File: src/rtl/controle_multiplicador_pkg.sv
// controle_multiplicador_pkg: shared FSM encodings and default operand width
package controle_multiplicador_pkg;
  localparam int N_PADRAO = 8;
  typedef enum logic [1:0] {
    OCIOSO  = 2'd0,
    CALCULA = 2'd1,
    FIM     = 2'd2
  } estado_t;
endpackage

File: src/rtl/controle_multiplicador_somador.sv
// somador8bits: N-bit ripple-carry adder built from full-adder cells
module somador8bits #(
  parameter int N = 8
) (
  input  logic [N-1:0] a,
  input  logic [N-1:0] b,
  input  logic         cin,
  output logic [N-1:0] s,
  output logic         cout
);
  logic c;
  always_comb begin
    c = cin;
    s = '0;
    for (int i = 0; i < N; i++) begin
      s[i] = a[i] ^ b[i] ^ c;
      c = (a[i] & b[i]) | (c & (a[i] ^ b[i]));
    end
    cout = c;
  end
endmodule

File: src/rtl/controle_multiplicador.sv
// controle_multiplicador: sequential shift-and-add unsigned multiplier with start/busy/done handshake
module controle_multiplicador
  import controle_multiplicador_pkg::*;
#(
  parameter int N = N_PADRAO
) (
  input  logic           clock,
  input  logic           reset,
  input  logic           iniciar,
  input  logic [N-1:0]   a,
  input  logic [N-1:0]   b,
  output logic [2*N-1:0] produto,
  output logic           ocupado,
  output logic           pronto
);
  localparam int CW = $clog2(N + 1);
  estado_t estado_q, estado_d;
  logic [N-1:0] m_q, m_d, soma;
  logic [2*N:0] p_q, p_d;
  logic [CW-1:0] cnt_q, cnt_d, cnt_inc;
  logic cout, carry;
  somador8bits #(.N(N)) u_somador (
    .a    (p_q[2*N-1:N]),
    .b    (m_q),
    .cin  (1'b0),
    .s    (soma),
    .cout (cout)
  );
  always_ff @(posedge clock) begin
    if (reset) begin
      estado_q <= OCIOSO;
      m_q      <= '0;
      p_q      <= '0;
      cnt_q    <= '0;
    end else begin
      estado_q <= estado_d;
      m_q      <= m_d;
      p_q      <= p_d;
      cnt_q    <= cnt_d;
    end
  end
  // the carry is kept in the shifted word so the high half never overflows
  always_comb begin
    carry = 1'b1;
    for (int i = 0; i < CW; i++) begin
      cnt_inc[i] = cnt_q[i] ^ carry;
      carry = carry & cnt_q[i];
    end
    estado_d = estado_q;
    m_d = m_q;
    p_d = p_q;
    cnt_d = cnt_q;
    if (estado_q == OCIOSO && iniciar) begin
      m_d = a;
      p_d = {1'b0, {N{1'b0}}, b};
      cnt_d = '0;
      estado_d = CALCULA;
    end else if (estado_q == CALCULA) begin
      p_d = p_q[0] ? {1'b0, cout, soma, p_q[N-1:1]} : p_q >> 1;
      cnt_d = cnt_inc;
      estado_d = (cnt_q == CW'(N - 1)) ? FIM : CALCULA;
    end else if (estado_q == FIM) begin
      estado_d = OCIOSO;
    end
  end
  always_comb begin
    produto = p_q[2*N-1:0];
    ocupado = estado_q != OCIOSO;
    pronto  = estado_q == FIM;
  end
endmodule

File: config.mk
export PLATFORM = sky130hd
export DESIGN_NAME = controle_multiplicador
export DESIGN_NICKNAME = d
export VERILOG_FILES = /design/src/rtl/controle_multiplicador_pkg.sv /design/src/rtl/controle_multiplicador_somador.sv /design/src/rtl/controle_multiplicador.sv
export SDC_FILE = /design/constraint.sdc
export NUM_CORES = 1
export LEC_CHECK = 0
export ABC_AREA = 1
export BUFFER_PORTS_ARGS = -buffer_cell sky130_fd_sc_hd__buf_2
export CORE_MARGIN = 2
export CORE_UTILIZATION = 45
export DETAILED_ROUTE_END_ITERATION = 8
export GPL_TIMING_DRIVEN = 0
export HOLD_SLACK_MARGIN = 0.05
export PLACE_DENSITY = 0.64
export RECOVER_POWER = 25
export REMOVE_ABC_BUFFERS = 1
export SLEW_MARGIN = 20
export SYNTH_ARGS = -nofsm -noshare
export SYNTH_HDL_FRONTEND = slang
export SYNTH_HIERARCHICAL = 1
export SYNTH_SLANG_ARGS = --single-unit
File: constraint.sdc
create_clock -name clock -period 6.9 [get_ports clock]
set_clock_uncertainty 0.15 [all_clocks]
set_input_delay 0 -clock clock [delete_from_list [all_inputs] [get_ports clock]]
set_output_delay 0 -clock clock [all_outputs]
set_load 0.01 [all_outputs]
==> results of run 1 <==
==> synthesized netlist by cell type, types with 4 or more instances <==
cell	n
inv_1	33
ha_1	5
o21ai_0	10
buf_4	4
nor2_1	23
o211ai_1	7
a21oi_1	5
dfxtp_1	30
nand3_1	30
nand2_1	38
fa_1	8
==> layout make-up <==
type	count	area [sq um]
Clock buffer	7	55.1
Clock inverter	1	5.00
Fill cell	337	1410
Inverter	35	136
Multi-Input combinational cell	136	808
Sequential cell	30	601
Tap cell	46	57.6
Timing Repair Buffer	54	345
==> layout by cell type (no fill, tap or decap) <==
master          n
nand2_1        38
inv_1          33
nand3_1        30
dfxtp_1        30
buf_2          24
nor2_1         23
dlygate4sd3_1  18
clkbuf_1       13
o21ai_0        10
fa_1            8
o211ai_1        7
a21oi_1         5
ha_1            5
clkbuf_4        5
nand2_4         2
nand2_2         2
nand3_2         2
xnor2_1         1
inv_6           1
inv_2           1
nand4_1         1
o21ai_1         1
clkinv_2        1
clkbuf_8        1
conb_1          1
==> worst reg2reg max path: stages (launching register included) <==
cell and delay (ns):
dfxtp_1 0.36, fa_1 0.43, inv_1 0.08, fa_1 0.15
inv_1 0.05, fa_1 0.38, fa_1 0.40, fa_1 0.39
fa_1 0.38, fa_1 0.37, inv_1 0.07, fa_1 0.40
inv_1 0.06, nand2_1 0.05, nand3_1 0.10, o211ai_1 0.10
inv_1 0.08
==> registers in the layout, summed over array words and instances, names as in the netlist <==
name / flops
p_q: 16
m_q: 8
cnt_q: 4
estado_q: 2
==> power by group <==
group	leakage, nW	internal, W	switching [W]	total [W]
combinational	0.724	0.0000573	0.0000894	0.000147
clock	0.0353	0.0000493	0.0000631	0.000112
sequential	0.246	0.000195	0.0000204	0.000216
total	1.00	0.000302	0.000173	0.000475
==> per-stage QoR <==
step | hold slack [ns] | area, sq um | power [W]
4_1_cts | 0.278 | 2020 | 0.000482
6_report | 0.292 | 2010 | 0.000475
2_1_floorplan | -0.0776 | 1550 | 0.000317
3_3_place_gp | 0.0249 | 1780 | 0.000359
5_1_grt | 0.341 | 2010 | 0.000511
3_5_place_dp | 0.0280 | 1780 | 0.000361
==> routing by layer <==
metal | vias to the layer above | wire length [um] | share of wire | track usage
li1 | 759 | - | - | -
met1 | 651 | 1650 | 0.48 | 0.229
met2 | 35 | 1550 | 0.45 | 0.303
met3 | 8 | 157 | 0.046 | 0.0440
met4 | 0 | 76 | 0.022 | 0.0957
met5 | - | 0 | 0 | 0
==> cells by family (layout without fill, tap and decap cells) <==
family	count (synthesis)	in the layout	synth area share
DFF	30	30	0.368
buffers and inverters	44	97	0.136
xor gates and xnor gates	1	1	0.00537
and+or+nand+nor	98	98	0.270
adders and majority gates	13	13	0.137
AOI/OAI and AO/OA	23	23	0.0813
other	1	1	0.00230
==> worst paths after layout <==
kind	cells past startpoint	slack (ns)	from	endpoint
setup / recovery	16	2.87	p_q[8]$_SDFFE_PP0P_	p_q[14]$_SDFFE_PP0P_
setup reg to reg	16	2.87	p_q[8]$_SDFFE_PP0P_	p_q[14]$_SDFFE_PP0P_
hold reg to reg	2	0.32	cnt_q[1]$_SDFFE_PP0P_	cnt_q[1]$_SDFFE_PP0P_
hold / removal	4	0.29	a[5]	m_q[5]$_SDFFE_PP0P_
==> qor.yml, run 1 <==
synthesis:
  synthTopCellsByArea: "dfxtp_1 37%, fa_1 9.8%, nand3_1 9.2%"
  synth-main-ff-cell: "dfxtp_1"
  synth_cell_types: 24
  async_flop_share: 0
  syn_area_sq_um: 1630
  synth_edf_count: 0
  yosysTopAreaCellShare: 0.368
  syn_avg_cell_area_sq_um: 7.76
  yosysWarningCount: 6
  synth_top_cell_by_area: "dfxtp_1"
  synth-seq-cells: 30
  ys_seq_area_frac: 0.368
  postSynthCellCount: 210
timing:
  slew_headroom: 0.310
  hold_viol: 0
  layout_min_cycle_time_ns: 4.03
  worst_slack_ns: 2.87
  drv_slew: 0
  max_freq_ghz: 0.248
  report.final.setup_viol: 0
  finalCritPeriodShare: 0.584
  tns_ns: 0
  worstMarginPinSlew_ns: 1.03
  rsz0062_at_grt: "false"
placed_design:
  dp.cells: 283
  dp_slack_ns: 2.87
  gp_congestion: 0.685
  port_buffers: 36
  hpwl_um: 2210
worst_setup_path:
  cp_max_fo: 4
  worst_path_max_delay_cell: "fa_1"
  critPathTopFamily: "adder cells"
  slowest_delay_ns: 0.43
  crit_top_cell: "fa_1"
  setup.worst_path.end_class: "flop"
  crit_buf_inv: 5
  worstPathArrival_ns: 4.17
  crit_type: "flop to flop"
  crit_required_ns: 7.04
  crit_path_start_kind: "flop"
  worstPathCellList: "fa_1 > inv_1 > fa_1 > inv_1 > fa_1 > fa_1 > fa_1 > fa_1 > fa_1 > inv_1 > fa_1 > inv_1 > nand2_1 > nand3_1 > o211ai_1 > inv_1"
global_route:
  grt_usage: 0.187
  grt-ovfl-total: 0
  first_global_vias: 1346
  grt_pass1_wl_um: 5880
  antenna_found_initial: 0
  grt_max_degree: 30
routing:
  detail_route.drc_violations: 0
  wl_um: 3440
  dr.pass1.iters: 4
  num_vias: 1453
  wl_per_cell_um: 11.1
  drt_iter0_drc: 79
  ant_nets: 0
  avgViaCountPerCell: 4.70
floorplan:
  ios: 37
  dieArea_sq_um: 4120
  dieWidth_um: 64.2
  initial_core_util: 0.477
  die_h_um: 64.2
  coreArea_sq_um: 3420
  num_rows: 21
power:
  p_leak_nw: 1.00
  peakVddDrop_uv: 122
  p_per_area_nw_per_um2: 237
layout:
  instances_no_fill: 309
  fin_util: 0.588
  syn2layout_area_growth_pct: 23.2
  antenna_cells: 0
  nets: 294
  layout-drive-gt1-share: 0.148
clock_network:
  max-clock-path-buffers: 2
  clock-sinks: 30
  root_buffer: "clkbuf_4"
  htree_levels: 2
  clkTransAtPathRegs_ns: 0.11
  post_cts_resized: 0
  postCtsHoldBufs: 18
  cts_tree: "yes"
  numCtsBuffers: 5
  postCtsSetupRepairBufs: 0
  clk_latency_ns: 0.33
worst_hold_path:
  hold_path_class: "input pin to flop"
outcome:
  status: "finished clean"
flow_run:
  cap_violations: 0
Note: power is estimated with default switching activity, not from simulation.
==> run 2: changes to the inputs <==
--- a/config.mk
+++ b/config.mk
@@ -5,14 +5,14 @@
 export SDC_FILE = /design/constraint.sdc
 export NUM_CORES = 1
 export LEC_CHECK = 0
-export ABC_AREA = 1
+export ABC_AREA = 0
 export BUFFER_PORTS_ARGS = -buffer_cell sky130_fd_sc_hd__buf_2
 export CORE_MARGIN = 2
 export CORE_UTILIZATION = 45
 export DETAILED_ROUTE_END_ITERATION = 8
 export GPL_TIMING_DRIVEN = 0
 export HOLD_SLACK_MARGIN = 0.05
-export PLACE_DENSITY = 0.64
+export PLACE_DENSITY = 0.65
 export RECOVER_POWER = 25
 export REMOVE_ABC_BUFFERS = 1
 export SLEW_MARGIN = 20
==> constraint.sdc (replaced) <==
create_clock -name clock -period 4 [get_ports clock]
set_clock_uncertainty 0.15 [all_clocks]
set_input_delay 0 -clock clock [delete_from_list [all_inputs] [get_ports clock]]
set_output_delay 0 -clock clock [all_outputs]
set_load 0.01 [all_outputs]
==> run 2 against run 1 <==
Against the previous run:
- fmax is 5.6% higher
- power rose by 42%
- cell count down 12%
- sequential power increased by 60%
- clock power grew 47%
- design area grew 2.8%
==> qor.yml, run 2 <==
worst_setup_path:
  setup.worst_path.end_class: "flop"
  r2r_start: "p_q[8]$_SDFFE_PP0P_"
  worstRegToRegCells: 14
  crit_required_ns: 4.09
  crit_path_start_kind: "flop"
  worstPathCellList: "fa_1 > inv_1 > fa_1 > inv_1 > fa_2 > fa_2 > fa_2 > fa_2 > fa_2 > inv_2 > fa_1 > inv_1 > mux2i_1 > a211oi_1"
  crit_path_end: "p_q[14]$_SDFFE_PP0P_"
  worst_path_max_delay_cell: "fa_1"
  cp_max_fo: 3
  reg2reg_to: "p_q[14]$_SDFFE_PP0P_"
  rrSetupSlack_ns: 0.18
  crit_top_cell: "fa_2"
  cp-startpoint: "p_q[8]$_SDFFE_PP0P_"
  slowest_delay_ns: 0.41
  worstPathArrival_ns: 3.90
  crit_type: "flop to flop"
routing:
  num_vias: 1314
  dr.pass1.iters: 4
  wl_per_cell_um: 12.8
  avgViaCountPerCell: 4.85
  drt_iter0_drc: 28
  detail_route.drc_violations: 0
  wl_um: 3470
  ant_nets: 0
synthesis:
  synthTopCellsByArea: "dfxtp_1 40%, mux2i_1 11%, fa_1 11%"
  syn_avg_cell_area_sq_um: 9.36
  synth-main-ff-cell: "dfxtp_1"
  yosysTopAreaCellShare: 0.403
  syn_area_sq_um: 1490
  synth_cell_types: 24
  synth_most_common_cell: "dfxtp_1"
  synth_edf_count: 0
  ys_seq_area_frac: 0.403
  postSynthCellCount: 159
  synth_commonest_cells: "30 x dfxtp_1, 20 x nand2_1, 19 x nor2_1"
  synth_top_cell_by_area: "dfxtp_1"
  yosysWarningCount: 6
  synth-seq-cells: 30
  async_flop_share: 0
worst_hold_path:
  hold_path_class: "flop to flop"
power:
  p_leak_nw: 0.889
  internal_power_w: 0.000473
  peakVddDrop_uv: 206
  p_per_area_nw_per_um2: 327
  finalPower_w: 0.000676
  p_clk_frac: 0.243
  p_comb_frac: 0.246
  p_sw_w: 0.000203
  swShare: 0.300
  p_seq_frac: 0.511
timing:
  finalCritPeriodShare: 0.954
  hold_viol: 0
  rsz0062_at_grt: "false"
  worstMarginPinSlew_ns: 0.815
  hold_slack_ns: 0.352
  max_freq_ghz: 0.262
  slew_headroom: 0.455
  report.final.setup_viol: 0
  worst_slack_ns: 0.185
  drv_slew: 0
  layout_min_cycle_time_ns: 3.82
global_route:
  grt_pass1_wl_um: 5560
  grt_usage: 0.203
  grt-ovfl-total: 0
  antenna_found_initial: 0
  grt_max_degree: 33
  first_global_vias: 1253
clock_network:
  clkTransAtPathRegs_ns: 0.09
  clk_latency_ns: 0.32
  max-clock-path-buffers: 2
  clock-sinks: 30
  root_buffer: "clkbuf_4"
  numCtsBuffers: 5
  cts_tree: "yes"
  htree_levels: 2
placed_design:
  port_buffers: 36
  gp_congestion: 0.718
  dp_slack_ns: -0.0529
  hpwl_um: 2080
floorplan:
  die_h_um: 61.5
  num_rows: 20
  ios: 37
  coreArea_sq_um: 3100
  dieWidth_um: 61.5
  dieArea_sq_um: 3780
  initial_core_util: 0.480
flow_run:
  cap_violations: 0
layout:
  syn2layout_area_growth_pct: 38.7
  antenna_cells: 0
  layout-drive-gt1-share: 0.172
  final_common_cell: "dlygate4sd3_1"
  nets: 259
  layout_common_cells: "34 x dlygate4sd3_1, 29 x dfxtp_1, 25 x buf_2"
  largest_register_ffs: 16
  fillerInstances: 282
  regMostFlops: "p_q"
  largestRegisters: "p_q: 16 flops, m_q: 8 flops, cnt_q: 4 flops"
outcome:
  status: "finished clean"
==> run 2: cell count changes in the layout (fill, tap and decap cells not counted), moves of 7 or more <==
cell,delta
a211oi_1,+14
mux2i_1,+17
o21ai_0,-9
o211ai_1,-7
dlygate4sd3_1,+16
inv_1,-21
nand3_1,-29
nand2_1,-18
==> run 2: stage by stage <==
stage	utilization	TNS (ns)	cell area, sq um	instances
after detailed placement	0.539	-0.0529	1670	229
after CTS	0.664	0	2060	270
final	0.665	0	2060	271
after global placement	0.538	0	1670	229
after global routing	0.665	0	2060	271
after floorplan	-	0	1430	149
==> run 2: what timing repair did <==
action,CTS,global route
endpoints found under the setup margin,1,1
gates resized for setup,2,5
pin swaps,1,2
buffers inserted,0,1
endpoints found under the hold margin,17,0
hold buffers,34,0
==> run 2: worst min-delay path by stage <==
stage                    startpoint                   end  slack (ns)  depth (start not counted)
2_1_floorplan                 reset   m_q[0]$_SDFFE_PP0P_       -0.08                          1
3_3_place_gp                   a[0]   m_q[0]$_SDFFE_PP0P_         0.1                          3
3_5_place_dp                   a[0]   m_q[0]$_SDFFE_PP0P_        0.10                          3
4_1_cts        p_q[15]$_SDFFE_PP0P_  p_q[15]$_SDFFE_PP0P_        0.35                          2
5_1_grt        p_q[15]$_SDFFE_PP0P_  p_q[15]$_SDFFE_PP0P_        0.38                          2
6_report       p_q[15]$_SDFFE_PP0P_  p_q[15]$_SDFFE_PP0P_        0.35                          2
==> run 2: layout make-up <==
cell class | count | area (sq um) | share of cell area
Clock buffer | 7 | 45.0 | 0.0218
Inverter | 13 | 48.8 | 0.0236
Multi-Input combinational cell | 106 | 800 | 0.387
Sequential cell | 30 | 602 | 0.292
Tap cell | 44 | 55.1 | 0.0267
Timing Repair Buffer | 71 | 514 | 0.249
==> run 2: kinds of logic (layout without fill, tap and decap cells) <==
kind of cell / after synthesis / after routing / share of synthesized area
AND/OR/NAND/NOR: 44 / 44 / 0.118
flip-flops: 30 / 30 / 0.403
AO/OA/AOI/OAI: 29 / 29 / 0.130
buffers and inverters: 23 / 91 / 0.0697
multiplexers: 17 / 17 / 0.114
adder cells (fa/ha/maj): 13 / 13 / 0.150
XOR/XNOR: 2 / 2 / 0.0118
other: 1 / 1 / 0.00252
==> run 2: power groups by stage <==
stage / registers (W) / clock network, W / logic (W)
final: 0.000345 / 0.000165 / 0.000166
after global routing: 0.000349 / 0.000185 / 0.000186
after CTS: 0.000345 / 0.000165 / 0.000164
after detailed placement: 0.000352 / 0 / 0.000130
after global placement: 0.000350 / 0 / 0.000125
after floorplan: 0.000354 / 0 / 0.0000792
==> run 2: per-layer routing <==
layer	GRT usage	wire, um	share of wire
met5	0	0	0
met3	0.0441	118	0.034
met2	0.358	1810	0.52
met4	0.0638	46	0.013
met1	0.246	1500	0.43
==> run 2: critical path: cells and delay by family (launching register included) <==
kind | cells | cell delay (ns)
AO/OA/AOI/OAI | 1 | 0.23
flip-flops | 1 | 0.34
adder cells (fa/ha/maj) | 8 | 2.67
multiplexers | 1 | 0.06
buffers and inverters | 4 | 0.26
==> run 3: changes to the inputs <==
--- a/config.mk
+++ b/config.mk
@@ -7,6 +7,7 @@
 export LEC_CHECK = 0
 export ABC_AREA = 0
 export BUFFER_PORTS_ARGS = -buffer_cell sky130_fd_sc_hd__buf_2
+export CAP_MARGIN = 40
 export CORE_MARGIN = 2
 export CORE_UTILIZATION = 45
 export DETAILED_ROUTE_END_ITERATION = 8
==> constraint.sdc (replaced) <==
create_clock -name clock -period 4 [get_ports clock]
set_clock_uncertainty 0.15 [all_clocks]
set_input_delay 0 -clock clock [delete_from_list [all_inputs] [get_ports clock]]
set_output_delay 0 -clock clock [all_outputs]
set_load 0.005 [all_outputs]
==> run 3 against run 2 <==
Against the previous run:
- non-clock buffer count is the same
- largest power group unchanged
- clock power is essentially flat
- largest cell class unchanged
- critical endpoint unchanged
- register-to-register slack is essentially flat
==> qor.yml, run 3 (same netlist as run 2, synthesis figures left out) <==
floorplan:
  dieWidth_um: 61.5
  num_rows: 20
  ios: 37
  die_h_um: 61.5
  coreArea_sq_um: 3100
  dieArea_sq_um: 3780
  initial_core_util: 0.480
layout:
  regMostFlops: "p_q"
  largestRegisters: "p_q: 16 flops, m_q: 8 flops, cnt_q: 4 flops"
  largest_register_ffs: 16
  layout-drive-gt1-share: 0.181
  syn2layout_area_growth_pct: 38.8
  nets: 259
  final_common_cell: "dlygate4sd3_1"
  fin_area_sq_um: 2070
  antenna_cells: 0
  layout_common_cells: "34 x dlygate4sd3_1, 29 x dfxtp_1, 27 x buf_2"
  instances_no_fill: 271
global_route:
  antenna_found_initial: 0
  first_global_vias: 1253
  grt-ovfl-total: 0
  grt_usage: 0.203
  grt_max_degree: 33
  grt_pass1_wl_um: 5560
clock_network:
  clkTransAtPathRegs_ns: 0.09
  max-clock-path-buffers: 2
  clk_latency_ns: 0.32
  htree_levels: 2
  numCtsBuffers: 5
  cts_tree: "yes"
  clock-sinks: 30
  root_buffer: "clkbuf_4"
worst_setup_path:
  cp_max_fo: 3
  worstRegToRegCells: 14
  worstPathArrival_ns: 3.90
  crit_path_start_kind: "flop"
  rrSetupSlack_ns: 0.18
  crit_type: "flop to flop"
  reg2reg_to: "p_q[14]$_SDFFE_PP0P_"
  setup.worst_path.end_class: "flop"
  r2r_start: "p_q[8]$_SDFFE_PP0P_"
  crit_required_ns: 4.09
timing:
  worstMarginPinSlew_ns: 0.815
  hold_slack_ns: 0.350
  hold_viol: 0
  finalCritPeriodShare: 0.954
  slew_headroom: 0.455
  tns_ns: 0
  drv_slew: 0
  report.final.setup_viol: 0
  layout_min_cycle_time_ns: 3.82
  max_freq_ghz: 0.262
  rsz0062_at_grt: "false"
worst_hold_path:
  hold_path_class: "flop to flop"
  min_from: "p_q[15]$_SDFFE_PP0P_"
  min_to: "p_q[15]$_SDFFE_PP0P_"
  min_path_cells: 2
placed_design:
  dp.cells: 229
  gp_congestion: 0.718
  dpl_cell_area_sq_um: 1670
  port_buffers: 36
  hpwl_um: 2080
routing:
  num_vias: 1315
  avgViaCountPerCell: 4.85
  wl_per_cell_um: 12.8
  dr.pass1.iters: 4
  drt_iter0_drc: 28
  wl_um: 3470
  detail_route.drc_violations: 0
  ant_nets: 0
power:
  p_per_area_nw_per_um2: 324
  finalPower_w: 0.000670
  p_leak_nw: 0.897
  peakVddDrop_uv: 206
outcome:
  status: "finished clean"
flow_run:
  cap_violations: 0
run 3: cell types whose count changed in the layout (fill, tap and decap cells not counted), sizes merged:
| cell | previous run | this run |
|---|---|---|
| buf | 26 | 28 |
| clkbuf | 18 | 16 |
run 3: layout make-up:
type                    count  area [sq um]
well taps                  44          55.1
clock buffers               7          45.0
flip-flops and latches     30           602
repair buffers             71           517
fillers                   280          1040
multi-input cells         106           800
inverters                  13          48.8
run 3: through the flow:
stage / utilization / worst slack (ns)
final: 0.666 / 0.185
after global placement: 0.538 / 0.0164
after detailed placement: 0.539 / -0.0529
after CTS: 0.664 / 0.0132
after floorplan: - / 0.123
after global routing: 0.666 / 0.00949
run 3: how the worst max path moves through the flow:
stage | start | to
6_report | p_q[8]$_SDFFE_PP0P_ | p_q[14]$_SDFFE_PP0P_
5_1_grt | p_q[8]$_SDFFE_PP0P_ | p_q[14]$_SDFFE_PP0P_
4_1_cts | p_q[8]$_SDFFE_PP0P_ | p_q[14]$_SDFFE_PP0P_
3_5_place_dp | p_q[8]$_SDFFE_PP0P_ | p_q[14]$_SDFFE_PP0P_
3_3_place_gp | p_q[8]$_SDFFE_PP0P_ | p_q[14]$_SDFFE_PP0P_
2_1_floorplan | p_q[8]$_SDFFE_PP0P_ | p_q[14]$_SDFFE_PP0P_
run 3: worst max-delay path: stages, from the launching register on:
cell and delay (ns):
dfxtp_2 0.34, fa_1 0.41, inv_1 0.08, fa_1 0.16, inv_1 0.06, fa_2 0.33, fa_2 0.35, fa_2 0.34
fa_2 0.34, fa_2 0.34, inv_2 0.06, fa_1 0.40, inv_1 0.06, mux2i_1 0.06, a211oi_1 0.23
run 3: where the power goes:
group          total [W]  internal (W)  switching [W]
clock           0.000165     0.0000662      0.0000984
combinational   0.000160     0.0000863      0.0000742
sequential      0.000345      0.000321      0.0000242
run 3: routing by layer:
metal | GRT usage | routed length (um) | part of all wire | vias to the layer above
met5 | 0 | 0 | 0 | -
met4 | 0.0638 | 46 | 0.013 | 0
met3 | 0.0441 | 118 | 0.034 | 7
met2 | 0.358 | 1810 | 0.52 | 27
met1 | 0.246 | 1490 | 0.43 | 615
li1 | - | - | - | 666
run 3: timing repair:
action,CTS,global route
gates cloned,0,0
setup endpoints to repair,1,1
pin swaps,1,2
resized for setup,2,5
hold buffers,34,0
setup buffers,0,1
hold endpoints to repair,17,0
